--- config.mk ---
export PLATFORM = sky130hd
export DESIGN_NAME = spi_reg_bank
export DESIGN_NICKNAME = d
export VERILOG_FILES = /design/src/rtl/spi_reg_bank.sv
export SDC_FILE = /design/constraint.sdc
export NUM_CORES = 1
export LEC_CHECK = 0
export CORE_MARGIN = 2
export CORE_UTILIZATION = 52
export CTS_BUF_LIST = sky130_fd_sc_hd__clkbuf_4 sky130_fd_sc_hd__clkbuf_8 sky130_fd_sc_hd__clkbuf_16
export CTS_CLUSTER_SIZE = 30
export DETAILED_ROUTE_END_ITERATION = 6
export MAX_ROUTING_LAYER = met4
export PLACE_DENSITY = 0.8
export SETUP_SLACK_MARGIN = 0.02
export SLEW_MARGIN = 20
export SYNTH_ARGS = -nofsm -noshare
export SYNTH_HDL_FRONTEND = slang
export SYNTH_SLANG_ARGS = --single-unit
export TNS_END_PERCENT = 20
--- constraint.sdc ---
create_clock -name clk -period 2.05 [get_ports clk]
set_input_delay 0.41 -clock clk [delete_from_list [all_inputs] [get_ports clk]]
set_output_delay 0.41 -clock clk [all_outputs]
set_load 0.02 [all_outputs]
--- src/rtl/spi_reg_bank.sv ---
// rtl/spi_reg_bank.sv - SPI byte-stream command decoder with 8x8 register bank
module spi_reg_bank #(
  parameter logic [7:0] ID_VALUE = 8'h5A
) (
  input  logic       clk,
  input  logic       rst_n,
  input  logic       frame_start,
  input  logic       frame_end,
  input  logic       rx_valid,
  input  logic [7:0] rx_byte,
  output logic [7:0] tx_byte,
  output logic [7:0] led,
  output logic       reg_wr,
  output logic [2:0] reg_wr_addr,
  output logic       proto_err
);

  typedef enum logic [1:0] {
    S_IDLE  = 2'd0,
    S_CMD   = 2'd1,
    S_WRITE = 2'd2,
    S_READ  = 2'd3
  } state_e;

  state_e     state_q, state_d;
  logic [2:0] addr_q, addr_d;
  logic [7:0] regs_q [0:6];
  logic       wr_en;
  logic       proto_err_q, proto_err_d;
  logic [7:0] tx_byte_q, tx_byte_d;
  logic       reg_wr_q;
  logic [2:0] reg_wr_addr_q;
  logic [7:0] rd_data;

  // Next state / address / write strobe; frame_start beats frame_end beats rx_valid
  always_comb begin
    state_d     = state_q;
    addr_d      = addr_q;
    wr_en       = 1'b0;
    proto_err_d = proto_err_q;
    if (frame_start) begin
      state_d = S_CMD;
    end else if (frame_end) begin
      state_d = S_IDLE;
    end else if (rx_valid) begin
      case (state_q)
        S_IDLE: proto_err_d = 1'b1;
        S_CMD: begin
          addr_d  = rx_byte[2:0];
          state_d = rx_byte[7] ? S_WRITE : S_READ;
        end
        S_WRITE: begin
          wr_en  = (addr_q != 3'd7);
          addr_d = addr_q + 3'd1;
        end
        S_READ: addr_d = addr_q + 3'd1;
        default: state_d = S_IDLE;
      endcase
    end
  end

  // Read mux on the upcoming address; r7 is the constant ID
  always_comb begin
    rd_data = ID_VALUE;
    case (addr_d)
      3'd0: rd_data = regs_q[0];
      3'd1: rd_data = regs_q[1];
      3'd2: rd_data = regs_q[2];
      3'd3: rd_data = regs_q[3];
      3'd4: rd_data = regs_q[4];
      3'd5: rd_data = regs_q[5];
      3'd6: rd_data = regs_q[6];
      default: rd_data = ID_VALUE;
    endcase
  end

  // Transmit byte follows the state being entered so it lines up with state_q
  always_comb begin
    tx_byte_d = 8'h00;
    case (state_d)
      S_IDLE:  tx_byte_d = ID_VALUE;
      S_READ:  tx_byte_d = rd_data;
      default: tx_byte_d = 8'h00;
    endcase
  end

  // Control state, sticky error flag and transmit register
  always_ff @(posedge clk or negedge rst_n) begin
    if (!rst_n) begin
      state_q       <= S_IDLE;
      addr_q        <= 3'd0;
      proto_err_q   <= 1'b0;
      tx_byte_q     <= ID_VALUE;
      reg_wr_q      <= 1'b0;
      reg_wr_addr_q <= 3'd0;
    end else begin
      state_q     <= state_d;
      addr_q      <= addr_d;
      proto_err_q <= proto_err_d;
      tx_byte_q   <= tx_byte_d;
      reg_wr_q    <= wr_en;
      if (wr_en) begin
        reg_wr_addr_q <= addr_q;
      end
    end
  end

  // Writable registers r0..r6
  always_ff @(posedge clk or negedge rst_n) begin
    if (!rst_n) begin
      for (int i = 0; i < 7; i++) begin
        regs_q[i] <= 8'h00;
      end
    end else begin
      for (int i = 0; i < 7; i++) begin
        if (wr_en && (addr_q == 3'(i))) begin
          regs_q[i] <= rx_byte;
        end
      end
    end
  end

  assign tx_byte     = tx_byte_q;
  assign led         = regs_q[0];
  assign reg_wr      = reg_wr_q;
  assign reg_wr_addr = reg_wr_addr_q;
  assign proto_err   = proto_err_q;

endmodule

==> results of run 1 <==
[area by class of cell]
type                            instances  area share (%)
Clock buffer                            9           2.392
Clock inverter                          7           2.272
Inverter                               14           1.450
Multi-Input combinational cell        208           36.25
Sequential cell                        74           35.86
Tap cell                               99           2.392
Timing Repair Buffer                  112           19.38
[worst paths after layout]
check / depth (start not counted) / end / start
setup / recovery: 10 / tx_byte[4]$_DFF_PN1_ / addr_q[1]$_DFF_PN0_
hold / removal: 1 / addr_q[0]$_DFF_PN0_ / rst_n
setup reg to reg: 10 / tx_byte[4]$_DFF_PN1_ / addr_q[1]$_DFF_PN0_
hold reg to reg: 1 / proto_err$_DFFE_PN0P_ / proto_err$_DFFE_PN0P_
max in group asynchronous: 2 / tx_byte[4]$_DFF_PN1_ / rst_n
min in group clk: 1 / proto_err$_DFFE_PN0P_ / proto_err$_DFFE_PN0P_
[registers in the layout, indices dropped and copies added, names as in the netlist]
| name | count |
|---|---|
| regs_q | 48 |
| led | 8 |
| tx_byte | 8 |
| addr_q | 3 |
| reg_wr_addr | 3 |
| state_q | 2 |
| proto_err | 1 |
| reg_wr | 1 |
[cells in the final DEF, fill, tap and decap left out, drive strengths merged, types with 11 or more instances in the layout]
| cell | instances |
|---|---|
| a21oi | 13 |
| buf | 81 |
| clkdlybuf4s50 | 29 |
| dfrtp | 70 |
| inv | 14 |
| mux2 | 56 |
| nand2 | 18 |
| nand3 | 21 |
| nor2 | 11 |
| o21ai | 20 |
[repair_timing]
action                                  4_1_cts  5_1_grt
cloned                                        2        0
gates resized for setup                      33       24
endpoints found under the setup margin       65       34
buffers inserted                             14        6
pin swaps                                    25        8
[worst register-to-register path: stages, from the launching register on]
cell,delay [ps]
dfrtp_1,410
ha_2,220
ha_4,220
inv_4,70
a2bb2oi_4,290
buf_4,180
buf_6,110
a21oi_1,60
a2bb2oi_1,130
o221a_2,260
a21oi_2,150
[through the flow]
stage	area [sq um]	setup WS (ps)	utilization [%]	power, mW
after floorplan	3799	-80.96	-	2.027
after CTS	5071	-10.47	71.06	3.871
after detailed placement	4613	-655.8	64.64	2.352
after global placement	4613	-611.2	64.64	2.324
final	5177	-137.7	72.55	3.978
after global routing	5177	-179.8	72.55	4.101
[kinds of logic (layout without fill, tap and decap cells)]
| family | count (synthesis) | in the layout | synth area share [%] |
|---|---|---|---|
| and+or+nand+nor | 65 | 67 | 9.749 |
| DFF | 74 | 74 | 49.04 |
| muxes | 62 | 62 | 18.24 |
| buffers and inverters | 34 | 142 | 5.452 |
| AOI/OAI and AO/OA | 71 | 71 | 14.87 |
| adders and majority gates | 8 | 8 | 2.644 |
[metal layers]
layer,vias up,track usage (%)
met5,-,-
met4,0,19.13
met3,75,7.110
met2,208,48.75
met1,1634,34.76
li1,1366,-
[power breakdown]
group | internal [mW] | leakage (nW) | total (mW) | switching, mW
Sequential | 1.51 | 1.00 | 1.56 | 0.0428
Clock | 0.808 | 0.123 | 1.40 | 0.590
Combinational | 0.475 | 1.27 | 1.02 | 0.548
Total | 2.80 | 2.40 | 3.98 | 1.18
==> summary.md, run 1 <==
| Metric | Value |
|---|---|
| Final Cycle Share | 106.7% |
| Pwr/cell area | 768.2 mW/mm^2 |
| Via count | 3,283 |
| Routability cong. | 0.9653 |
| Lkg Pwr | 2.398 nW |
| WS Path Type | reg -> reg |
| Post-DP HPWL | slightly above 7000 microns |
| Unrepaired setup endpoints after global routing | true |
| Routed WL | ~12,000 microns |
| Worst Path Buf+Inv | 3 |
| ANT nets after route | 0 |
| Cells after Synth | 314 |
| Worst skew pair latency | ~380 ps |
| Seq. cell area | about 0.0019 sq mm |
| Antenna diodes | 0 |
| Fin cells | 523 |
| Total CTS buffers | 9 |
| YS warnings | 0 |
| Min Hold Slack | 69.49 ps |
| # fillers | 469 |
| Setup crit end kind | register |
| TNS Setup | -737.9 ps |
| Post-synthesis sequential area ratio | around half |
| R2R Setup Slk | -140 ps |
| Most numerous cell in the Yosys netlist | dfrtp_1 |
| Wire per inst | 22.88 microns |
| Initial antenna violation count | 0 |
| Worst setup SP type | register |
| Tightest Pin Transition | 691.5 ps |
| CTS tree | built |
| Met2 Wirelength | 5990 microns |
| Post-placement cell count | 488 |
| First-pass GRT wire length | 16,860 microns |
| DRC errors left | 0 |
| Final Skew | 10.54 ps |
| Multi-input logic area | 0.001877 sq mm |
| Vias per cell | 6.277 |
| GRT Overall Usage | 30.61% |
| Hold Crit Class | in -> async |
| Area contributors post-synth | dfrtp_1 (46%), mux2_2 (17%), dfstp_2 (2.8%) |
| Die W | between 80 and 90 microns |
| Layout cells sized above 1 | 47.41% |
| Crit Path Max Fanout | 5 |
| Required time of the critical path | 2350 ps |
| # hold bufs at CTS | 0 |
| FP Rows | 31 |
| Synthesized cell area | 0.003786 sq mm |
| Slowest-stage cell, CP | dfrtp_1 |
| First drt pass iteration count | 5 |
| MaxCap Viol Count | 0 |
| PortBufs | 33 |
| Clk slew on worst S/H paths | roughly 90 ps |
| Clock sinks | 74 |
| Max VDD drop | 0.0004327 V |
| Crit-path leading delay family | compound AO/OA/AOI/OAI gates |
| Nets | 440 |
| Mean post-synth cell area | 12.06 sq um |
| Netlist cell types | 53 |
| Uppermost layer routed | met4 |
| Yosys reg bits | 74 |
| Vias in the first global route | 3,236 |
| H-tree levels | 3 |
| Worst path max stage delay | 410 ps |
| Final setup violating endpoints | 8 |
| Metal-1 WL | around 4400 microns |
| CP cell instances | ha_2 -> ha_4 -> inv_4 -> a2bb2oi_4 -> buf_4 -> buf_6 -> a21oi_1 -> a2bb2oi_1 -> o221a_2 -> a21oi_2 |
| Total gr overflow | 0 |
| Worst EP arrival | 2480 ps |
| Syn nets | around 340 |
| Initial drt markers | 353 |
| Max frequency | 0.4571 GHz |
| Top cell type's share of synthesized area | 46.27% |
| Final min period | 2188 ps |
| Layout overhead on the synthesized area | 36.75% |
| Root buf cell | clkbuf_8 |
| Async S/R FF share, synth | 100.0% |
| Max-slew violation count | 0 |
| Yosys top cell by area | dfrtp_1 |
| CTS Buffer Depth | 2 |
| Die area | 0.007980 sq mm |
| Routed length on met3 | 911 microns |
| IO Pins | 34 |
| Failing checks | negative setup slack |
| Initial Utilization | 53.05% |
| Commonest cells post-synth | dfrtp_1 (70), mux2_2 (56), nand3_1 (21) |
| Final setup margin | -137.7 ps |
| Largest net degree at the start of global routing | 28 |
| Post-synth EDFFs | 0 |
| Outcome | finished with violations |
| Final hold vios | 0 |
| Core area | 0.007137 sq mm |
| Die H | 89.33 microns |
| Ys flop type | dfrtp_1 |
| Rel. slew slack | 53.90% |
(Power assumes the default switching activity.)
==> run 2: changes to the inputs <==
Clock period 2.05 ns to 1.8 ns, I/O delays scaled along.
==> run 2 against run 1 <==
Against the previous run: the flow still finishes with violations (negative setup slack); cell area is 0.24% higher; power is 9.8% higher; final cell count rose by 0.38%; clock skew decreased by 1.7 ps; sequential share of layout area shrank 0.062 points; die area is the same; worst setup slack got worse by 220 ps; core utilization grew 0.18 points; critical path depth unchanged; combinational power rose by 15%.
==> summary.md, run 2 (synthesis results as in run 1) <==
| Metric | Value |
|---|---|
| Critical Path End | tx_byte[0]$_DFF_PN0_ |
| Via count | between 3,000 and 4,000 |
| Routability cong. | 0.9107 |
| IO Pins | 34 |
| Seq. cell area | 0.001858 sq mm |
| Worst EP arrival | 2390 ps |
| Final min period | 2155 ps |
| H-tree levels | 3 |
| Worst skew pair latency | 360 ps |
| Layout cells sized above 1 | 47.18% |
| Vias per cell | 6.124 |
| CTS tree | built |
| Most common cell after layout, fill and taps aside | dfrtp_1 |
| Max-slew violation count | 0 |
| MaxCap Viol Count | 0 |
| Slowest-stage cell, CP | dfrtp_1 |
| Final setup margin | -355.3 ps |
| TNS Setup | -3948 ps |
| Pwr/cell area | 841.6 mW/mm^2 |
| First-pass GRT wire length | 16,080 microns |
| Clock sinks | 74 |
| Die H | 89.33 microns |
| # fillers | 497 |
| Required time of the critical path | 2040 ps |
| Nets | between 400 and 500 |
| Critical R2R Launch | addr_q[0]$_DFF_PN0_ |
| Critical path origin | addr_q[0]$_DFF_PN0_ |
| Hold Crit Class | in -> async |
| Most frequent cells in the layout | dfrtp_1 (69), buf_4 (68), mux2_2 (55) |
| Worst Path Buf+Inv | 3 |
| Routed WL | about 11,000 microns |
| Max VDD drop | 0.0004990 V |
| Lkg Pwr | 2.469 nW |
| Final Cycle Share | 119.7% |
| Tightest Pin Transition | 405.4 ps |
| CP cell instances | ha_2 -> ha_4 -> inv_4 -> a2bb2oi_4 -> nand2_8 -> buf_4 -> buf_4 -> and3_1 -> o21ai_1 -> a31oi_1 |
| Cell repeated most along the worst path | buf_4 |
| Unrepaired setup endpoints after global routing | true |
| Worst path max stage delay | between 400 and 500 ps |
| ANT nets after route | 0 |
| Final setup violating endpoints | 57 |
| Total gr overflow | 0 |
| Final Skew | 8.878 ps |
| Most flops, register | regs_q |
| Flip-flop count of the largest register after layout | 48 |
| R2r endpoint | tx_byte[0]$_DFF_PN0_ |
| DRC errors left | 0 |
| Multi-input logic area | 0.001903 sq mm |
| FP Rows | 31 |
| CTS Buffer Depth | 2 |
| WS Path Type | reg -> reg |
| Root buf cell | clkbuf_8 |
| Initial antenna violation count | 0 |
| R2R Setup Slk | -360 ps |
| Crit Path Max Fanout | 5 |
| Setup crit end kind | register |
| Layout overhead on the synthesized area | 37.08% |
| Crit-path leading delay family | compound AO/OA/AOI/OAI gates |
| Wire per inst | 20.79 microns |
| Final hold vios | 0 |
| Die area | ~0.0080 sq mm |
| Worst setup SP type | register |
| CP Depth | 10 |
| Die W | 89.33 microns |
| Outcome | finished with violations |
| PortBufs | 33 |
| Core area | 0.007137 sq mm |
| Clk slew on worst S/H paths | 80 ps |
| Antenna diodes | 0 |
| Power consumption | roughly 4.4 mW |
| R2R depth | 10 |
| Initial drt markers | 309 |
| Vias in the first global route | 3,155 |
| Max frequency | 0.4640 GHz |
| First drt pass iteration count | 5 |
| Post-DP HPWL | slightly below 7000 microns |
| Largest net degree at the start of global routing | 33 |
| GRT Overall Usage | 28.39% |
| Rel. slew slack | 72.85% |
| Failing checks | negative setup slack |
| Total CTS buffers | 9 |
| Initial Utilization | a little over half |
[run 2: cell types whose count changed in the layout (fill, tap and decap cells not counted), sizes merged, moves of 2 or more]
cell           delta
buf               -2
dlymetal6s2s      +2
dlygate4sd2       +8
clkinvlp          +2
clkdlybuf4s50     -8
[run 2: worst min path at each step]
stage | start | endpoint | slack [ps] | cells past startpoint
floorplan | rst_n | addr_q[0]$_DFF_PN0_ | 60 | 0
global placement | rst_n | regs_q[12]$_DFFE_PN0P_ | 310 | 1
detailed placement | rst_n | regs_q[12]$_DFFE_PN0P_ | 320 | 1
CTS | rst_n | regs_q[12]$_DFFE_PN0P_ | 470 | 2
global route | rst_n | regs_q[44]$_DFFE_PN0P_ | 500 | 2
finish | rst_n | regs_q[12]$_DFFE_PN0P_ | 460 | 2
[run 2: through the flow]
step | setup WS [ps] | hold WS, ps | util (%) | instance area (sq um) | instances
finish | -355.3 | 464.8 | 72.72 | 5190 | 525
floorplan | -280.9 | 64.41 | - | 3856 | 314
global route | -405.6 | 502.2 | 72.72 | 5190 | 525
detailed placement | -817.0 | 316.6 | 65.16 | 4651 | 485
global placement | -758.4 | 314.1 | 65.16 | 4651 | 485
CTS | -233.0 | 467.5 | 70.42 | 5026 | 513
[run 2: final cells by class]
| cell class | count | share of cell area, % |
|---|---|---|
| clock inverters | 7 | 1.808 |
| repair inverters | 1 | 0.2170 |
| multi-input cells | 209 | 36.67 |
| inverters | 14 | 1.398 |
| well taps | 99 | 2.387 |
| repair buffers | 112 | 19.33 |
| flip-flops and latches | 74 | 35.80 |
| clock buffers | 9 | 2.387 |
[run 2: worst reg2reg max path: stages (launching register included)]
cell and delay (ps):
dfrtp_1 410, ha_2 220, ha_4 240, inv_4 70
a2bb2oi_4 260, nand2_8 120, buf_4 160, buf_4 130
and3_1 170, o21ai_1 150, a31oi_1 110
[run 2: power breakdown]
| group | leakage [nW] | switching, mW | internal (mW) |
|---|---|---|---|
| sequential | 1.00 | 0.0495 | 1.72 |
| clock | 0.105 | 0.651 | 0.777 |
| combinational | 1.36 | 0.617 | 0.549 |
[run 2: timing repair]
item / CTS / global route
pin swaps: 13 / 13
buffers inserted: 8 / 12
cloned: 3 / 1
gates resized for setup: 27 / 14
hold endpoints to repair: 29 / 0
hold buffers: 1 / 0
endpoints found under the setup margin: 75 / 68
[run 2: per-layer routing]
metal  up-vias  wire, microns  track usage [%]
li1       1371              -                -
met1      1605           4370            34.63
met2       185           5275            44.65
met3        54            726            6.094
met4         0            540            14.25
met5         -              0                -
